$ cat src/rtl/dma_xfer_ctrl_if.sv
// Memory request port of the DMA sequencer.
// The sequencer is the master: it raises req with we/addr and holds them until
// the memory returns a single-cycle ack.
interface dma_xfer_ctrl_if #(
    parameter int ADDR_W = 8
) ();
    logic              mem_req;
    logic              mem_we;
    logic [ADDR_W-1:0] mem_addr;
    logic              mem_ack;

    modport master (
        output mem_req,
        output mem_we,
        output mem_addr,
        input  mem_ack
    );

    modport slave (
        input  mem_req,
        input  mem_we,
        input  mem_addr,
        output mem_ack
    );
endinterface

$ cat src/rtl/dma_xfer_ctrl.sv
// Single-channel memory-to-memory DMA sequencer.
// Moves one byte per read/write pair through the external 8-bit holding
// register, whose active-low load strobe is driven from here.
//
// state  | meaning
// -------+------------------------------------------------------------
// IDLE   | waiting for start; outputs quiet
// RD     | reading source byte at src_ptr; load strobe fires on ack
// WR     | writing held byte to dst_ptr; pointers/counters step on ack
// FIN    | one-cycle done pulse, back to IDLE
// FAIL   | one-cycle err pulse after a request timeout, back to IDLE
module dma_xfer_ctrl #(
    parameter int ADDR_W  = 8,
    parameter int LEN_W   = 8,
    parameter int TIMEOUT = 16
) (
    input  logic               clk,
    input  logic               rst,
    input  logic               start_i,
    input  logic [ADDR_W-1:0]  src_addr_i,
    input  logic [ADDR_W-1:0]  dst_addr_i,
    input  logic [LEN_W-1:0]   length_i,
    input  logic               abort_i,
    dma_xfer_ctrl_if.master    mem,
    output logic               hold_load_n_o,
    output logic               busy_o,
    output logic               done_o,
    output logic               err_o,
    output logic [LEN_W-1:0]   xfer_count_o
);

    // Wait counter must be able to hold the value TIMEOUT itself.
    localparam int WAIT_W = (TIMEOUT < 1) ? 1 : $clog2(TIMEOUT + 1);
    localparam logic [WAIT_W-1:0] WAIT_LIMIT = WAIT_W'(TIMEOUT);

    typedef enum logic [2:0] {
        S_IDLE = 3'd0,
        S_RD   = 3'd1,
        S_WR   = 3'd2,
        S_FIN  = 3'd3,
        S_FAIL = 3'd4
    } state_t;

    state_t            state_q, state_d;
    logic [ADDR_W-1:0] src_ptr_q, src_ptr_d;
    logic [ADDR_W-1:0] dst_ptr_q, dst_ptr_d;
    logic [LEN_W-1:0]  remaining_q, remaining_d;
    logic [LEN_W-1:0]  xfer_count_q, xfer_count_d;
    logic [WAIT_W-1:0] wait_q, wait_d;
    logic [WAIT_W-1:0] wait_inc;
    logic              ack_taken;

    // State and datapath registers; synchronous reset overrides everything.
    always_ff @(posedge clk) begin
        if (rst) begin
            state_q      <= S_IDLE;
            src_ptr_q    <= '0;
            dst_ptr_q    <= '0;
            remaining_q  <= '0;
            xfer_count_q <= '0;
            wait_q       <= '0;
        end else begin
            state_q      <= state_d;
            src_ptr_q    <= src_ptr_d;
            dst_ptr_q    <= dst_ptr_d;
            remaining_q  <= remaining_d;
            xfer_count_q <= xfer_count_d;
            wait_q       <= wait_d;
        end
    end

    // An ack only counts when abort is not present in the same cycle.
    always_comb begin
        ack_taken = mem.mem_ack & ~abort_i;
        wait_inc  = wait_q + 1'b1;
    end

    // Next-state, pointer, counter and wait-timer update.
    always_comb begin
        state_d      = state_q;
        src_ptr_d    = src_ptr_q;
        dst_ptr_d    = dst_ptr_q;
        remaining_d  = remaining_q;
        xfer_count_d = xfer_count_q;
        wait_d       = wait_q;

        case (state_q)
            S_IDLE: begin
                if (start_i) begin
                    xfer_count_d = '0;
                    wait_d       = '0;
                    if (length_i != '0) begin
                        src_ptr_d   = src_addr_i;
                        dst_ptr_d   = dst_addr_i;
                        remaining_d = length_i;
                        state_d     = S_RD;
                    end else begin
                        state_d = S_FIN;
                    end
                end
            end

            S_RD: begin
                if (abort_i) begin
                    state_d = S_IDLE;
                end else if (ack_taken) begin
                    wait_d  = '0;
                    state_d = S_WR;
                end else if (wait_inc == WAIT_LIMIT) begin
                    wait_d  = '0;
                    state_d = S_FAIL;
                end else begin
                    wait_d = wait_inc;
                end
            end

            S_WR: begin
                if (abort_i) begin
                    state_d = S_IDLE;
                end else if (ack_taken) begin
                    wait_d       = '0;
                    src_ptr_d    = src_ptr_q + 1'b1;
                    dst_ptr_d    = dst_ptr_q + 1'b1;
                    remaining_d  = remaining_q - 1'b1;
                    xfer_count_d = xfer_count_q + 1'b1;
                    // Last byte when only one was outstanding before this write.
                    if (remaining_q == LEN_W'(1)) begin
                        state_d = S_FIN;
                    end else begin
                        state_d = S_RD;
                    end
                end else if (wait_inc == WAIT_LIMIT) begin
                    wait_d  = '0;
                    state_d = S_FAIL;
                end else begin
                    wait_d = wait_inc;
                end
            end

            S_FIN: begin
                state_d = S_IDLE;
            end

            S_FAIL: begin
                state_d = S_IDLE;
            end

            default: begin
                state_d = S_IDLE;
            end
        endcase
    end

    // Bus and status outputs are pure decodes of the state register; the load
    // strobe is the only output that also depends on same-cycle ack/abort.
    always_comb begin
        mem.mem_req   = (state_q == S_RD) || (state_q == S_WR);
        mem.mem_we    = (state_q == S_WR);
        mem.mem_addr  = '0;
        if (state_q == S_RD) begin
            mem.mem_addr = src_ptr_q;
        end else if (state_q == S_WR) begin
            mem.mem_addr = dst_ptr_q;
        end
        hold_load_n_o = ~((state_q == S_RD) && ack_taken);
        busy_o        = (state_q != S_IDLE);
        done_o        = (state_q == S_FIN);
        err_o         = (state_q == S_FAIL);
        xfer_count_o  = xfer_count_q;
    end

endmodule

$ cat src/flat_wrapper.sv
// flat-port wrapper written by rule: the top's interface ports become plain ports
module dma_xfer_ctrl_flat 
#(
    parameter int ADDR_W  = 8,
    parameter int LEN_W   = 8,
    parameter int TIMEOUT = 16
)
  (clk, rst, start_i, src_addr_i, dst_addr_i, length_i, abort_i, hold_load_n_o, busy_o, done_o, err_o, xfer_count_o, mem_mem_req, mem_mem_we, mem_mem_addr, mem_mem_ack);
  dma_xfer_ctrl_if #(.ADDR_W(ADDR_W)) mem_i ();
  input  logic clk;
  input  logic rst;
  input  logic start_i;
  input  logic [ADDR_W-1:0] src_addr_i;
  input  logic [ADDR_W-1:0] dst_addr_i;
  input  logic [LEN_W-1:0] length_i;
  input  logic abort_i;
  output logic hold_load_n_o;
  output logic busy_o;
  output logic done_o;
  output logic err_o;
  output logic [LEN_W-1:0] xfer_count_o;
  output wire logic [$bits(mem_i.mem_req)-1:0] mem_mem_req;
  output wire logic [$bits(mem_i.mem_we)-1:0] mem_mem_we;
  output wire logic [$bits(mem_i.mem_addr)-1:0] mem_mem_addr;
  input wire logic [$bits(mem_i.mem_ack)-1:0] mem_mem_ack;
  assign mem_mem_req = mem_i.mem_req;
  assign mem_mem_we = mem_i.mem_we;
  assign mem_mem_addr = mem_i.mem_addr;
  assign mem_i.mem_ack = mem_mem_ack;
  dma_xfer_ctrl #(.ADDR_W(ADDR_W), .LEN_W(LEN_W), .TIMEOUT(TIMEOUT)) u_core (.clk(clk), .rst(rst), .start_i(start_i), .src_addr_i(src_addr_i), .dst_addr_i(dst_addr_i), .length_i(length_i), .abort_i(abort_i), .mem(mem_i), .hold_load_n_o(hold_load_n_o), .busy_o(busy_o), .done_o(done_o), .err_o(err_o), .xfer_count_o(xfer_count_o));
endmodule
$ cat config.mk
export PLATFORM = sky130hd
export DESIGN_NAME = dma_xfer_ctrl_flat
export DESIGN_NICKNAME = d
export VERILOG_FILES = /design/src/rtl/dma_xfer_ctrl_if.sv /design/src/rtl/dma_xfer_ctrl.sv /design/src/flat_wrapper.sv
export SDC_FILE = /design/constraint.sdc
export NUM_CORES = 1
export LEC_CHECK = 0
export ABC_AREA = 1
export ABC_CLOCK_PERIOD_IN_PS = 1500
export CAP_MARGIN = 20
export CORE_ASPECT_RATIO = 1.4
export CORE_UTILIZATION = 47
export DETAILED_ROUTE_END_ITERATION = 8
export PLACE_DENSITY = 0.77
export SYNTH_ARGS = -nofsm -noshare
export SYNTH_HDL_FRONTEND = slang
export SYNTH_SLANG_ARGS = --single-unit
$ cat constraint.sdc
create_clock -name clk -period 1.5 [get_ports clk]
set_input_delay 0.3 -clock clk [delete_from_list [all_inputs] [get_ports clk]]
set_output_delay 0.3 -clock clk [all_outputs]
set_load 0.05 [all_outputs]
# --- Yosys cells after proc, flatten, opt, wreduce, memory -nomap -nowiden ---
# Cells that the tools add are included.
classes:
  add_sub_neg: 5
  n_eq_ne: 11
  n_mux: 35
  bitwise_logic: 3
  n_reduce_logical: 11
ops:
  columns: ["operator", "n"]
  rows:
  - ["2-to-1 mux 8 bit", 17]
  - ["one-hot mux 8 bit (2 select lines)", 4]
  - ["adder 8 x 1 -> 8 bit, second input constant", 3]
  - ["2-to-1 mux 5 bit", 4]
  - ["2-to-1 mux 3 bit", 6]
  - ["one-hot mux 5 bit (2 select lines)", 1]
  - ["one-hot mux 3 bit (3 select lines)", 1]
  - ["== test 8 x 1 -> 1 bit, second input constant", 1]
  - ["nonzero test 8 bit", 1]
  - ["subtractor 8 x 1 -> 8 bit, second input constant", 1]
  - ["== test 3 x 2 -> 1 bit, second input constant", 2]
  - ["!= test 2 bit, second input constant", 3]
  - ["adder 5 x 1 -> 5 bit, second input constant", 1]
  - ["== test 5 bit, second input constant", 1]
  - ["AND reduction 5 bit", 1]
  - ["2-to-1 mux 2 bit", 2]
  - ["!= test 2 x 1 -> 1 bit, second input constant", 2]
  - ["AND reduction 4 bit", 1]
  - ["nonzero test 2 bit", 2]
  - ["== test 3 x 1 -> 1 bit, second input constant", 1]
  - ["== test 3 bit, second input constant", 1]
  - ["logical NOT 3 bit", 1]
  - ["AND reduction 3 bit", 1]
  - ["nonzero test 3 bit", 1]
  - ["5 further kinds", 6]
word_totals:
  regBits: 40
  output_inout_bits: 22
  wordCells: 71

# --- Longest topological paths before layout ---
# Gate-level depths: netlist of the first run.
logic_depth:
  depth_word: 6
  ltp_mapped: 11

# --- Worst setup path after synthesis of the first run ---
# Ideal clock, no wire load.
synth_timing:
  kind: "register to output"
  from: "reg u_core.state_q[2]"
  to: "out mem_mem_addr[5]"
  arrival_ns: 1.728
  slack_ns: -0.528
  stages_incl_launch_ff: 4
  path_cell_list: "dfxtp_1 -> inv_2 -> nand3_2 -> o21ai_0"
synth_via:
  elab_chain_len: 3
  word_cells_on_any_way: 4
  classes_between: "eq/ne: 2; mux: 2"
synth_lines:
  columns: ["item", "line", "rtl"]
  rows:
  - ["start: declaration", "dma_xfer_ctrl.sv:44", "state_t state_q, state_d;"]
  - ["start signal: assignment", "dma_xfer_ctrl.sv:63", "state_q <= state_d;"]
  - ["== test 3 x 2 -> 1 bit", "dma_xfer_ctrl.sv:162", "end else if (state_q == S_WR) begin"]
  - ["2-to-1 mux 8 bit", "dma_xfer_ctrl.sv:162", null]
  - ["2-to-1 mux 8 bit (*)", "dma_xfer_ctrl.sv:160", "if (state_q == S_RD) begin"]
  - ["end: declaration", "flat_wrapper.sv:24", "output wire logic [$bits(mem_i.mem_addr)-1:0] mem_mem_addr;"]
# Every way passes the cells marked *; elsewhere a longest branch is shown, timed or not.

# --- Final worst setup path of the first run ---
layout_timing:
  from: "reg u_core.state_q[0]"
  to: "reg u_core.src_ptr_q[0]"
layout_via:
  elab_chain_len: 3
  word_cells_on_any_way: 9
  classes_between: "eq/ne: 5; mux: 1; reduce/logical: 3"
layout_lines:
  columns: ["item", "line", "rtl"]
  rows:
  - ["== test 3 x 2 -> 1 bit / logical NOT 3 bit (equally long branches)", "dma_xfer_ctrl.sv:87", "case (state_q)"]
  - ["!= test 2 x 1 -> 1 bit (no source line), or another cell as far along", null, null]
  - ["AND reduction 5 bit (no source line)", null, null]
  - ["end signal: assignment", "dma_xfer_ctrl.sv:64", "src_ptr_q <= src_ptr_d;"]
  - ["end: declaration", "dma_xfer_ctrl.sv:45", "logic [ADDR_W-1:0] src_ptr_q, src_ptr_d;"]
# Several ways; a longest one is shown, not always the timed one.
# A chain may end at the register's enable or synchronous reset.

==> impl_metrics.ini, run 1 <==
[clock_tree]
clockBufferDepth = 2
h-tree-depth = 2
clock_latency_ns = 0.33
cts_tree = yes
clockRootBuffer = clkbuf_8
clkSlewWorstSetupHoldPaths_ns = 0.10
cts_made_buffers = 5
cts_sinks = 40

[timing]
finalClockSkew_ns = 0.0199
min_period_ns = 1.77
slew_headroom_pct = 71.0
layout_setup_ws_ns = -0.271
setup_viol_count_final = 51
slew_viol_final = 0
hold_viol_final = 0
fmax_mhz = 564
timing.hold.ws_ns = 0.508
finalCritPeriodShare_pct = 118
worstMarginPinSlew_ns = 0.433
rsz0062_at_grt = true
setup_tns_ns = -8.77

[flow_run]
drv_cap = 0

[critical_path]
r2r_start = u_core.state_q[0]
critPathMaxFanout = 7
worst-endpoint-arrival_ns = 2.00
r2r_end = u_core.src_ptr_q[0]
crit_family = buffers and inverters
critPathBufInv = 4
path_depth = 9
crit_path_end_kind = register
reg2reg_slack_ns = -0.27
start_kind = register
slowest_delay_ns = 0.39
cp.required_ns = 1.72
crit_type = register to register
cp_slowest_cell = dfxtp_4
worstPathCellList = inv_4 > buf_4 > nand4_1 > nand2_4 > nand3_4 > buf_6 > buf_16 > o21ai_1 > a21oi_1
reg2reg_depth = 9

[power]
seqPwrFrac_pct = 36.7
clkPwrFrac_pct = 28.9
swShare_pct = 36.4
power_density_mw_per_mm2 = 725
p_leak_nw = 1.90
intPower_mw = 2.11
p_comb_share_pct = 34.5
switchingPower_mw = 1.21
vdd_ir_drop_max_mv = 0.605

[min_path]
hold_path_startpoint = length_i[1]
hold_path_end = u_core.remaining_q[1]
hp-class = primary input to register
hold_path_depth = 5

[cells_and_area]
area_growth_syn_to_layout_pct = 79.1
diodes = 0
drive_gt1_share_pct = 36.3
design_area_mm2 = 0.00459
layout.area.seq_um2 = 816
fill_cells = 227
utilization_pct = 88.3
num-nets-final = 557
multi_input_area_mm2 = 0.00195

[global_route]
grt_overflow = 0
grt_pass1_wl_mm = 15.1
grt_start_max_net_pins = 17
grt_usage_pct = 34.0
antenna_found_initial = 0
grt_pass1_vias = 3339

[floorplanning]
start_util_pct = 49.3
die_h_um = 89.3
core-area_mm2 = 0.00520
dieWidth_um = 64.4
ios = 51
dieArea_mm2 = 0.00575
rows = 31

[detailed_routing]
vias = 3775
drc = 0
drt_first_iter_violations = 379
routed_wl_mm = 12.8
via_per_inst = 6.41
wl_per_cell_um = 21.7
ant_nets = 0
drt_first_pass_iters = 8

[synthesis]
yosysUniqueCellTypes = 35
syn-num-nets = 442
synth-seq-area-share_pct = 31.3
synth_area_per_cell_um2 = 6.29
yosys.area.top_type = dfxtp_1
yosys_warnings = 0
synth_cells = 407
ys_top_cells_by_area = dfxtp_1 (31%), nand2_1 (17%), a21oi_1 (7.2%)
ys_ff_latch = 40
syn-cell-area_mm2 = 0.00256
synth_top_area_share_pct = 31.3

[placed_design]
placed_area_mm2 = 0.00356
dpl.hpwl_mm = 5.19
io_buffer_count = 50
gp_congestion = 0.878

[run_status]
status = complete, but fails checks
violations = negative setup slack
[metal layers]
| layer | GRT usage (%) | share of wire, % | up-vias |
|---|---|---|---|
| li1 | - | - | 1578 |
| met2 | 61.1 | 47 | 358 |
| met5 | 0 | 0 | - |
| met3 | 7.14 | 10 | 144 |
| met1 | 34.5 | 33 | 1695 |
| met4 | 25.5 | 9.6 | 0 |
[synth_stat cells]
| cell type | instances |
|---|---|
| nand2_1 | 117 |
| nor3b_1 | 1 |
| o22ai_1 | 6 |
| buf_6 | 2 |
| inv_4 | 2 |
| nor2_2 | 1 |
| o21ai_0 | 31 |
| nand3_4 | 2 |
| buf_2 | 4 |
| or2_4 | 1 |
| dfxtp_1 | 40 |
| or2_2 | 2 |
| nand3_1 | 29 |
| inv_2 | 5 |
| nor2_8 | 1 |
| clkbuf_1 | 5 |
| a21oi_1 | 37 |
| nor4_1 | 1 |
| inv_1 | 40 |
| a211oi_1 | 1 |
| nor3_2 | 2 |
| buf_4 | 1 |
| xor2_1 | 1 |
| nand3_2 | 2 |
| nand4_1 | 9 |
| nor2_1 | 36 |
| nor3_1 | 5 |
| nand2_4 | 1 |
| o211ai_1 | 1 |
| o21ai_1 | 9 |
| a2bb2oi_1 | 1 |
| ha_1 | 6 |
| nand2_2 | 3 |
| buf_1 | 1 |
| o21ai_2 | 1 |
[area by class of cell]
class                   count  share of cell area [%]
repair buffers            117                    30.9
clock inverters             3                   0.927
well taps                  66                    1.80
flip-flops and latches     40                    17.8
inverters                  47                    4.50
multi-input cells         311                    42.6
clock buffers               5                    1.50
[worst max path at each step]
stage               slack, ns         startpoint                   to
CTS                     -0.16  u_core.state_q[0]      mem_mem_addr[7]
finish                  -0.27  u_core.state_q[0]  u_core.src_ptr_q[0]
global placement        -0.33        length_i[0]  u_core.dst_ptr_q[1]
floorplan               -0.35  u_core.state_q[2]      mem_mem_addr[0]
global route            -0.33  u_core.state_q[2]     u_core.wait_q[0]
detailed placement      -0.36        length_i[1]  u_core.dst_ptr_q[0]
[metrics by stage]
stage | power [mW] | std cells | setup slack, ns
floorplan | 1.63 | 407 | -0.352
detailed placement | 1.92 | 541 | -0.365
global route | 3.40 | 589 | -0.326
global placement | 1.91 | 541 | -0.333
finish | 3.32 | 589 | -0.271
CTS | 2.98 | 572 | -0.163
[worst min-delay path, stage by stage]
cell	delay [ns]
dlymetal6s2s_1	0.12
nand2_1	0.06
o21ai_0	0.08
o21ai_0	0.11
a21oi_1	0.12
[cell families after synthesis]
kind of cell	after synthesis	share of synthesized area, %
simple gates	213	37.8
compound gates	87	17.8
buf+inv	60	9.92
flops	40	31.3
fa+ha+maj	6	2.93
xor+xnor	1	0.342
[registers in the layout, indices dropped and copies added (netlist names)]
name	flops
u_core.xfer_count_o	8
u_core.state_q	3
u_core.dst_ptr_q	8
u_core.remaining_q	8
u_core.wait_q	5
u_core.src_ptr_q	8
[power by group through the flow]
stage / clock network [mW] / logic [mW] / registers, mW
2_1_floorplan: 0 / 0.430 / 1.20
3_3_place_gp: 0 / 0.695 / 1.21
3_5_place_dp: 0 / 0.711 / 1.21
4_1_cts: 0.912 / 0.879 / 1.19
5_1_grt: 0.996 / 1.19 / 1.22
6_report: 0.960 / 1.14 / 1.22
[timing repair]
item,4_1_cts,5_1_grt
setup buffers,20,15
hold buffers,0,0
gates cloned,5,3
endpoints found under the setup margin,32,52
resized for setup,55,83
pin swaps,7,17
[cells in the final DEF, fill, tap and decap left out, types with 8 or more instances in the layout]
cell type / instances
dfxtp_1: 32
nand2_2: 8
inv_1: 38
buf_6: 15
a21oi_2: 14
buf_12: 26
o21ai_0: 18
clkdlybuf4s50_1: 23
a21oi_1: 22
o21ai_1: 13
buf_4: 43
nand3_1: 27
nand2_1: 105
nor2_1: 31
nand4_1: 9
No activity file was read; power rests on OpenSTA's default activity.
==> inputs of run 2 (changes only) <==
CAP_MARGIN = 25   (was 20)
==> results of run 2 <==
No change in the layout: final DEF, timing and power equal those of run 1.
==> inputs of run 3 (changes only) <==
GPL_TIMING_DRIVEN = 0   (was unset)
==> run 3 against run 2 <==
  * The run still ends with negative setup slack left
  * Critical path depth decreased by 4
  * Via count decreased by 11%
  * Non-clock buffer count decreased by 13
  * Clock skew decreased by 0.0037 ns
  * Clock-buffer cell count increased by 1
  * Utilization decreased by 9.8 points
  * Final area decreased by 11%
  * Sequential cell count unchanged
  * Die area unchanged
  * Critical path type is now register to output pin
  * Largest cell class unchanged
==> impl_metrics.ini, run 3 (synthesis results as in run 1) <==
[clock_tree]
cts_sinks = 40
clockRootBuffer = clkbuf_8
cts_tree = yes
clkSlewWorstSetupHoldPaths_ns = 0.09
holdBufCountCts = 0
clock_latency_ns = 0.32
clockBufferDepth = 2
h-tree-depth = 2
cts_made_buffers = 5

[power]
vdd_ir_drop_max_mv = 0.688
swShare_pct = 34.1
p_comb_share_pct = 31.7
power_density_mw_per_mm2 = 771
intPower_mw = 2.07
switchingPower_mw = 1.07
finalPower_mw = 3.14
clkPwrFrac_pct = 30.1
p_leak_nw = 1.74
seqPwrFrac_pct = 38.2

[critical_path]
r2r_start = u_core.state_q[0]
crit_path_end_kind = output pin
crit_type = register to output pin
worstPathCellList = inv_4 > nand3_4 > clkbuf_16 > o22ai_2 > buf_6
slowest_delay_ns = 0.37
startpoint = u_core.state_q[0]
cp_slowest_cell = dfxtp_4
crit_family = buffers and inverters
critPathBufInv = 3
worst-endpoint-arrival_ns = 1.50
start_kind = register
critPathMaxFanout = 8
r2r_end = u_core.remaining_q[3]
reg2reg_slack_ns = -0.24
cp.required_ns = 1.20
reg2reg_depth = 9

[cells_and_area]
mostFrequentLayoutCell = nand2_1
multi_input_area_mm2 = 0.00179
area_growth_syn_to_layout_pct = 59.2
num-nets-final = 541
fill_cells = 362
layout.area.seq_um2 = 815
drive_gt1_share_pct = 29.2
diodes = 0
layout_common_cells = nand2_1 (114), inv_1 (39), nor2_1 (33), dfxtp_1 (33), nand3_1 (27)

[timing]
hold_viol_final = 0
setup_tns_ns = -6.64
slew_viol_final = 0
worstMarginPinSlew_ns = 0.648
setup_viol_count_final = 41
finalCritPeriodShare_pct = 120
min_period_ns = 1.80
rsz0062_at_grt = true
slew_headroom_pct = 56.8
fmax_mhz = 556
layout_setup_ws_ns = -0.299
finalClockSkew_ns = 0.0162

[global_route]
grt_pass1_wl_mm = 14.9
grt_overflow = 0
grt_start_max_net_pins = 13
antenna_found_initial = 0
grt_pass1_vias = 3158
grt_usage_pct = 34.4

[floorplanning]
dieArea_mm2 = 0.00575
ios = 51
die_h_um = 89.3
start_util_pct = 49.3
core-area_mm2 = 0.00520
dieWidth_um = 64.4
rows = 31

[flow_run]
drv_cap = 0

[detailed_routing]
drt_first_pass_iters = 6
wl_per_cell_um = 18.2
via_per_inst = 5.88
routed_wl_mm = 10.4
ant_nets = 0
drt_first_iter_violations = 295
vias = 3372
drc = 0

[placed_design]
io_buffer_count = 50
gp_congestion = 0.915
dpl.hpwl_mm = 5.21

[run_status]
violations = negative setup slack
status = complete, but fails checks

[min_path]
hold_path_startpoint = mem_mem_ack
hold_path_depth = 4
hp-class = primary input to register
hold_path_end = u_core.state_q[0]
run 3: layer usage:
| layer | GRT usage [%] | vias up | share of wire [%] |
|---|---|---|---|
| met5 | 0 | - | 0 |
| met4 | 27.1 | 0 | 7.1 |
| met3 | 8.67 | 76 | 7.4 |
| met2 | 60.6 | 219 | 50 |
| met1 | 34.6 | 1538 | 35 |
| li1 | - | 1539 | - |
run 3: worst max-delay path by stage:
| stage | end | slack [ns] | cells past startpoint |
|---|---|---|---|
| 4_1_cts | mem_mem_addr[6] | -0.23 | 5 |
| 2_1_floorplan | mem_mem_addr[0] | -0.35 | 4 |
| 5_1_grt | mem_mem_addr[3] | -0.32 | 5 |
| 3_3_place_gp | mem_mem_addr[7] | -0.78 | 7 |
| 3_5_place_dp | mem_mem_addr[0] | -0.79 | 5 |
| 6_report | mem_mem_addr[3] | -0.30 | 5 |
run 3: layout make-up:
class	instances	area share [%]
Buffer	13	3.38
Timing Repair Buffer	91	23.4
Clock inverter	2	0.859
Multi-Input combinational cell	308	43.8
Sequential cell	40	20.0
Inverter	47	4.82
Tap cell	66	2.03
Clock buffer	6	1.78
run 3: power by group through the flow:
stage                     registers [mW]  logic [mW]  clock network [mW]
after floorplan                     1.20       0.430                   0
final                               1.20       0.998               0.946
after global placement              1.21       0.624                   0
after global routing                1.21        1.06               0.975
after detailed placement            1.21       0.632                   0
after CTS                           1.19       0.863               0.907
run 3: stage by stage:
step / util, % / cells / hold slack (ns) / worst slack (ns) / instance area [µm²]
after floorplan: - / 407 / 0.369 / -0.352 / 2580
after global placement: 60.9 / 523 / 0.458 / -0.779 / 3170
after detailed placement: 60.9 / 523 / 0.462 / -0.795 / 3170
after CTS: 74.7 / 566 / 0.463 / -0.234 / 3880
after global routing: 78.4 / 573 / 0.457 / -0.322 / 4080
final: 78.4 / 573 / 0.451 / -0.299 / 4080
run 3: worst register-to-register path: cells and delay by family, from the launching register on:
| family | cells | cell delay, ns |
|---|---|---|
| AND/OR/NAND/NOR | 5 | 0.64 |
| flip-flops | 1 | 0.37 |
| buffers and inverters | 3 | 0.47 |
| AO/OA/AOI/OAI | 1 | 0.16 |
run 3: repair_timing:
action / CTS / global route
gates resized for setup: 189 / 58
pin swaps: 14 / 13
setup buffers: 30 / 10
cloned: 5 / 0
endpoints found under the setup margin: 53 / 56
